===== src/rtl/hashin_reader.sv =====
// Consumer of the hashin and nonce FIFOs: finds the framing word, gathers a
// 640-bit block header, cross-checks its nonce and hands it to the hash core.
module hashin_reader #(
    parameter logic [63:0] FRAME_WORD  = 64'h8000000000000280,
    parameter int          HDR_WORDS   = 10,
    parameter bit          CHECK_NONCE = 1'b1
) (
    input  logic                    clk,
    input  logic                    rst,
    input  logic [63:0]             hashin_fifo_out_dout,
    input  logic                    hashin_fifo_out_empty,
    output logic                    hashin_fifo_out_re,
    input  logic [31:0]             nonce_fifo_dout,
    input  logic                    nonce_fifo_empty,
    output logic                    nonce_fifo_re,
    input  logic                    stop,
    output logic                    stop_ack_reader,
    output logic                    hdr_valid,
    input  logic                    hdr_ready,
    output logic [HDR_WORDS*64-1:0] hdr_data,
    output logic [31:0]             hdr_nonce,
    output logic                    err_framing,
    output logic                    err_nonce,
    output logic [31:0]             frame_cnt
);

    localparam int HDR_W = HDR_WORDS * 64;
    localparam int CNT_W = (HDR_WORDS > 1) ? $clog2(HDR_WORDS) : 1;

    localparam logic [2:0] IDLE    = 3'd0;
    localparam logic [2:0] SYNC    = 3'd1;
    localparam logic [2:0] COLLECT = 3'd2;
    localparam logic [2:0] NONCE   = 3'd3;
    localparam logic [2:0] PRESENT = 3'd4;
    localparam logic [2:0] FLUSH   = 3'd5;

    // Handshake: a header transfers on any rising clk edge where hdr_valid and
    // hdr_ready are both high; once raised, hdr_valid stays high with
    // hdr_data/hdr_nonce frozen until that transfer happens.
    logic [2:0]       state;
    logic [2:0]       state_nxt;
    logic [CNT_W-1:0] cnt;
    logic             hashin_pop;
    logic             nonce_pop;
    logic             frame_hit;
    logic             nonce_bad;
    logic [31:0]      nonce_swapped;

    // The header carries its nonce little-endian in the last 32 bits.
    assign nonce_swapped = {hdr_data[7:0], hdr_data[15:8], hdr_data[23:16], hdr_data[31:24]};
    assign frame_hit     = (hashin_fifo_out_dout == FRAME_WORD);
    assign nonce_bad     = CHECK_NONCE && (nonce_swapped != nonce_fifo_dout);

    always_comb begin
        state_nxt  = state;
        hashin_pop = 1'b0;
        nonce_pop  = 1'b0;
        case (state)
            IDLE: begin
                if (!stop && !hashin_fifo_out_empty) state_nxt = SYNC;
            end
            SYNC: begin
                if (stop) begin
                    state_nxt = FLUSH;
                end else if (!hashin_fifo_out_empty) begin
                    hashin_pop = 1'b1;
                    if (frame_hit) state_nxt = COLLECT;
                end
            end
            COLLECT: begin
                if (stop) begin
                    state_nxt = FLUSH;
                end else if (!hashin_fifo_out_empty) begin
                    hashin_pop = 1'b1;
                    if (cnt == CNT_W'(HDR_WORDS - 1)) state_nxt = NONCE;
                end
            end
            NONCE: begin
                if (stop) begin
                    state_nxt = FLUSH;
                end else if (!nonce_fifo_empty) begin
                    nonce_pop = 1'b1;
                    state_nxt = nonce_bad ? SYNC : PRESENT;
                end
            end
            PRESENT: begin
                // stop only takes effect once the header has been accepted
                if (hdr_ready) state_nxt = stop ? FLUSH : SYNC;
            end
            FLUSH: begin
                hashin_pop = !hashin_fifo_out_empty;
                nonce_pop  = !nonce_fifo_empty;
                if (hashin_fifo_out_empty && nonce_fifo_empty && !stop) state_nxt = IDLE;
            end
            default: state_nxt = IDLE;
        endcase
    end

    assign hashin_fifo_out_re = hashin_pop && !rst;
    assign nonce_fifo_re      = nonce_pop && !rst;
    assign hdr_valid          = (state == PRESENT);
    assign stop_ack_reader    = (state == IDLE);

    always_ff @(posedge clk) begin
        if (rst) begin
            state       <= IDLE;
            cnt         <= '0;
            hdr_data    <= '0;
            hdr_nonce   <= '0;
            frame_cnt   <= '0;
            err_framing <= 1'b0;
            err_nonce   <= 1'b0;
        end else begin
            state       <= state_nxt;
            err_framing <= (state == SYNC) && hashin_pop && !frame_hit;
            err_nonce   <= (state == NONCE) && nonce_pop && nonce_bad;
            if ((state == SYNC) && hashin_pop && frame_hit) cnt <= '0;
            if ((state == COLLECT) && hashin_pop) begin
                hdr_data <= {hdr_data[HDR_W-65:0], hashin_fifo_out_dout};
                cnt      <= cnt + CNT_W'(1);
            end
            if ((state == NONCE) && nonce_pop) hdr_nonce <= nonce_swapped;
            if ((state == PRESENT) && hdr_ready) frame_cnt <= frame_cnt + 32'd1;
        end
    end

endmodule


===== config.mk =====
export PLATFORM = sky130hd
export DESIGN_NAME = hashin_reader
export DESIGN_NICKNAME = d
export VERILOG_FILES = /design/src/rtl/hashin_reader.sv
export SDC_FILE = /design/constraint.sdc
export NUM_CORES = 1
export LEC_CHECK = 0
export CORE_AREA = 2 2 314 316
export CTS_CLUSTER_SIZE = 40
export DETAILED_ROUTE_END_ITERATION = 6
export DIE_AREA = 0 0 316 318
export GPL_ROUTABILITY_DRIVEN = 1
export PLACE_DENSITY = 0.64
export SETUP_SLACK_MARGIN = 0.02
export SLEW_MARGIN = 40
export SYNTH_ARGS = -nofsm -noshare
export SYNTH_HDL_FRONTEND = slang
export SYNTH_SLANG_ARGS = --single-unit
export TNS_END_PERCENT = 20

===== constraint.sdc =====
create_clock -name clk -period 1.7 [get_ports clk]
set_input_delay 0.34 -clock clk [delete_from_list [all_inputs] [get_ports clk]]
set_output_delay 0.34 -clock clk [all_outputs]
set_load 0.1 [all_outputs]

==> results by group <==
Worst setup path
  • Slowest-stage cell, CP: dfxtp_4
  • CP Cell Sequence: buf_6 -> nor2b_4 -> o21bai_4 -> nor4b_4 -> buf_12
  • CP bufs+invs: 2
  • WS Path Type: reg2out
  • Max incr delay on CP: a little under 400 ps
  • Crit path max-delay family: simple AND/OR/NAND/NOR gates
  • WP data arrival: between 1500 and 2000 ps
  • Crit path required time: 1360 ps
  • Crit path max fanout: 6
  • Kind of end point of the critical path: output port
  • Startpoint Class: flip-flop

Global route
  • GRT Residual Overflow: 0
  • Vias in the first global route: about 25,000
  • Initial antenna violation count: 3
  • Largest net degree at the start of global routing: 82
  • First-pass GRT wire length: 170,000 um
  • Total track usage: 22.5%

Route
  • WL per Instance: 21.8 um
  • Routed Antenna Nets: 0
  • WL final: 123,000 um
  • Highest metal used: met5
  • Met2 routed WL: slightly below 60,000 um
  • Met1 WL: 49,200 um
  • Drt drc: 0
  • Met3 wire length: 9020 um
  • DR iter-0 viols: 2,001
  • Vias per cell: between 4 and 5
  • Routed vias: between 20,000 and 30,000
  • Pre-antenna DRT Iters: 5

Clocking
  • Worst skew pair latency: approximately 650 ps
  • TritonCTS Buffers: 82
  • CTS root buf: clkbuf_16
  • Clock sink count: 713
  • Clk slew on worst S/H paths: 60 ps
  • CTS HTree Levels: 3
  • CTS tree: yes
  • Clock Tree Buf Depth: 3

Die
  • Die width: roughly 320 um
  • Num rows: 115
  • Core ar.: 97,400 um^2
  • I/O pins: 812
  • Starting Density: 26.2%
  • Die height: 318 um
  • Die area: 100,000 um^2

Timing
  • Skew final: ~23 ps
  • RSZ-0062 raised after global routing: yes
  • Min Tclk post-route: ~2300 ps
  • Worst slew pin tran: 464 ps
  • Slew headroom: around 69%
  • Max Clk Rate: 432 MHz
  • Smallest setup slack after layout: -616 ps
  • Period utilization: 136%
  • Final Setup Violations: 731
  • Slew Limit Fails: 0
  • Final Hold Viols: 0

Yosys
  • Post-synth EDFFs: 0
  • Syn. warnings: 0
  • Synth Area in Compound Gates: between 10% and 20%
  • Largest family of logic cells by synthesized area: simple AND/OR/NAND/NOR gates
  • Synthesized-area fraction occupied by adder cells: less than 1%
  • Syn Area/Cell: between 7 and 8 um^2
  • Cells after synthesis: approximately 3,200
  • Yosys cell types: 43
  • Synthesized flop and latch total: a little over 700
  • FFs w/ async S/R, synth: 0%
  • Sequential share of the synthesized area: 55.8%
  • Synth Net Count: 3,340
  • Xor-xnor portion of the synthesized cell area: between 1.5 and 2%
  • Mapped cell area: 25,600 um^2
  • Post-Synth Simple-Gate Area: 23.3%
  • Dominant synthesized flop cell: dfxtp_1
  • Multiplexer share of the synthesized area: 0.0832%

Placed design
  • DP HPWL: between 80,000 and 90,000 um
  • Placed Instance Area: 43,900 um^2
  • Routability congestion estimate: 0.898
  • Setup WS pre-CTS: -1540 ps
  • PortBufs: 811

Layout
  • Finished layout cell area: 52,500 um^2
  • Layout cells sized above 1: 40.9%
  • Most frequent cells in the layout: nand2_1 (1,129), buf_12 (789), dfxtp_1 (646)
  • Final nets: 4,397
  • Commonest non-fill, non-tap cell in the layout: nand2_1
  • Area grow syn2layout: 105%

Power and ir drop
  • Worst VDD drop: about 0.00090 V
  • Pwr Density: 679 nW/um^2
  • LEAKAGE: 20.1 nW

Status
  • Failing checks: negative setup slack
  • Outcome: complete, but fails checks

Run
  • Maxcap violations: 0

Worst hold path
  • Worst min path class: in2reg
-- flip-flops by register name, summed over array words and instances (netlist names) --
| signal | cells |
|---|---|
| hdr_nonce | 32 |
| frame_cnt | 32 |
| state | 3 |
| hdr_data | 640 |
| cnt | 4 |
| err_framing | 1 |
| err_nonce | 1 |
-- tightest hold or removal path, delay by kind of cell --
kind | cells | cell delay [ps]
compound gates | 1 | 110
buf+inv | 1 | 140
simple gates | 1 | 80
-- power breakdown --
| group | switching, mW | leakage (nW) | internal, mW |
|---|---|---|---|
| clock network | 7.32 | 1.33 | 10.6 |
| logic | 0.652 | 13.0 | 0.444 |
| registers | 0.00681 | 5.78 | 16.7 |
| total | 7.98 | 20.1 | 27.7 |
-- worst paths after layout --
path,slack (ps),endpoint,start,depth (start not counted)
setup / recovery,-620,nonce_fifo_re,state[2]$_SDFFE_PP0P_,5
setup reg to reg,-350,hdr_data[205]$_SDFFE_PP0P_,state[2]$_SDFFE_PP0P_,11
hold reg to reg,490,hdr_data[621]$_SDFFE_PP0P_,hdr_data[621]$_SDFFE_PP0P_,2
hold / removal,70,state[2]$_SDFFE_PP0P_,rst,3
-- logic make-up after synthesis --
group | after synthesis
compound gates | 709
xor+xnor | 54
fa+ha+maj | 3
buf+inv | 250
flops | 713
mux | 2
simple gates | 1504
-- stage by stage --
| stage | util [%] | setup TNS [ps] | hold WS [ps] | instances | total power [mW] |
|---|---|---|---|---|---|
| floorplan | - | -18240 | 463 | 3235 | 17.4 |
| global placement | 45.1 | -318820 | 479 | 5333 | 18.0 |
| detailed placement | 45.1 | -335350 | 485 | 5333 | 18.0 |
| CTS | 51.2 | -163390 | 25.5 | 5592 | 35.9 |
| global route | 53.9 | -226640 | 47.5 | 5646 | 36.8 |
| finish | 53.9 | -167910 | 71.8 | 5647 | 35.7 |
-- synthesized netlist by cell type, drive strengths merged, types with 2 or more instances --
master     n  share of area [%]
or4        5               0.15
nand4     11               0.29
dfxtp    713                 56
nand3     13               0.25
a31oi      2              0.049
buf      107                2.7
o21ai     14               0.27
and3       4              0.098
nor4      23               0.56
nor2      30               0.44
clkbuf   133                2.0
and2       4              0.098
ha         3               0.15
and4       8               0.27
inv       10               0.15
xnor2     11               0.38
xor2      43                1.5
nand2b     7               0.17
nand2   1361                 20
a21oi    684                 13
nor4b      5               0.20
nor2b      8               0.20
o211ai     3              0.088
nor3      11               0.22
nor3b      2              0.059
or3        8               0.20
-- what timing repair did --
action,4_1_cts,5_1_grt
gates cloned,47,39
resized for setup,407,510
hold buffers,11,0
endpoints found under the hold margin,16,0
setup endpoints to repair,785,874
pin swaps,83,109
buffers inserted,53,31
-- final cells by class --
cell class,instances,area [um^2]
Antenna cell,2,5.00
Clock buffer,123,2450
Clock inverter,27,267
Fill cell,7934,44900
Inverter,10,40.0
Multi-Input combinational cell,2272,12600
Sequential cell,713,14400
Tap cell,1287,1610
Timing Repair Buffer,1213,21100
-- routing by layer --
layer | global-route usage [%] | vias to the layer above
li1 | - | 12700
met1 | 27.4 | 12900
met2 | 36.8 | 1034
met3 | 6.47 | 275
met4 | 9.40 | 2
met5 | 0 | -
(Power assumes the default switching activity.)
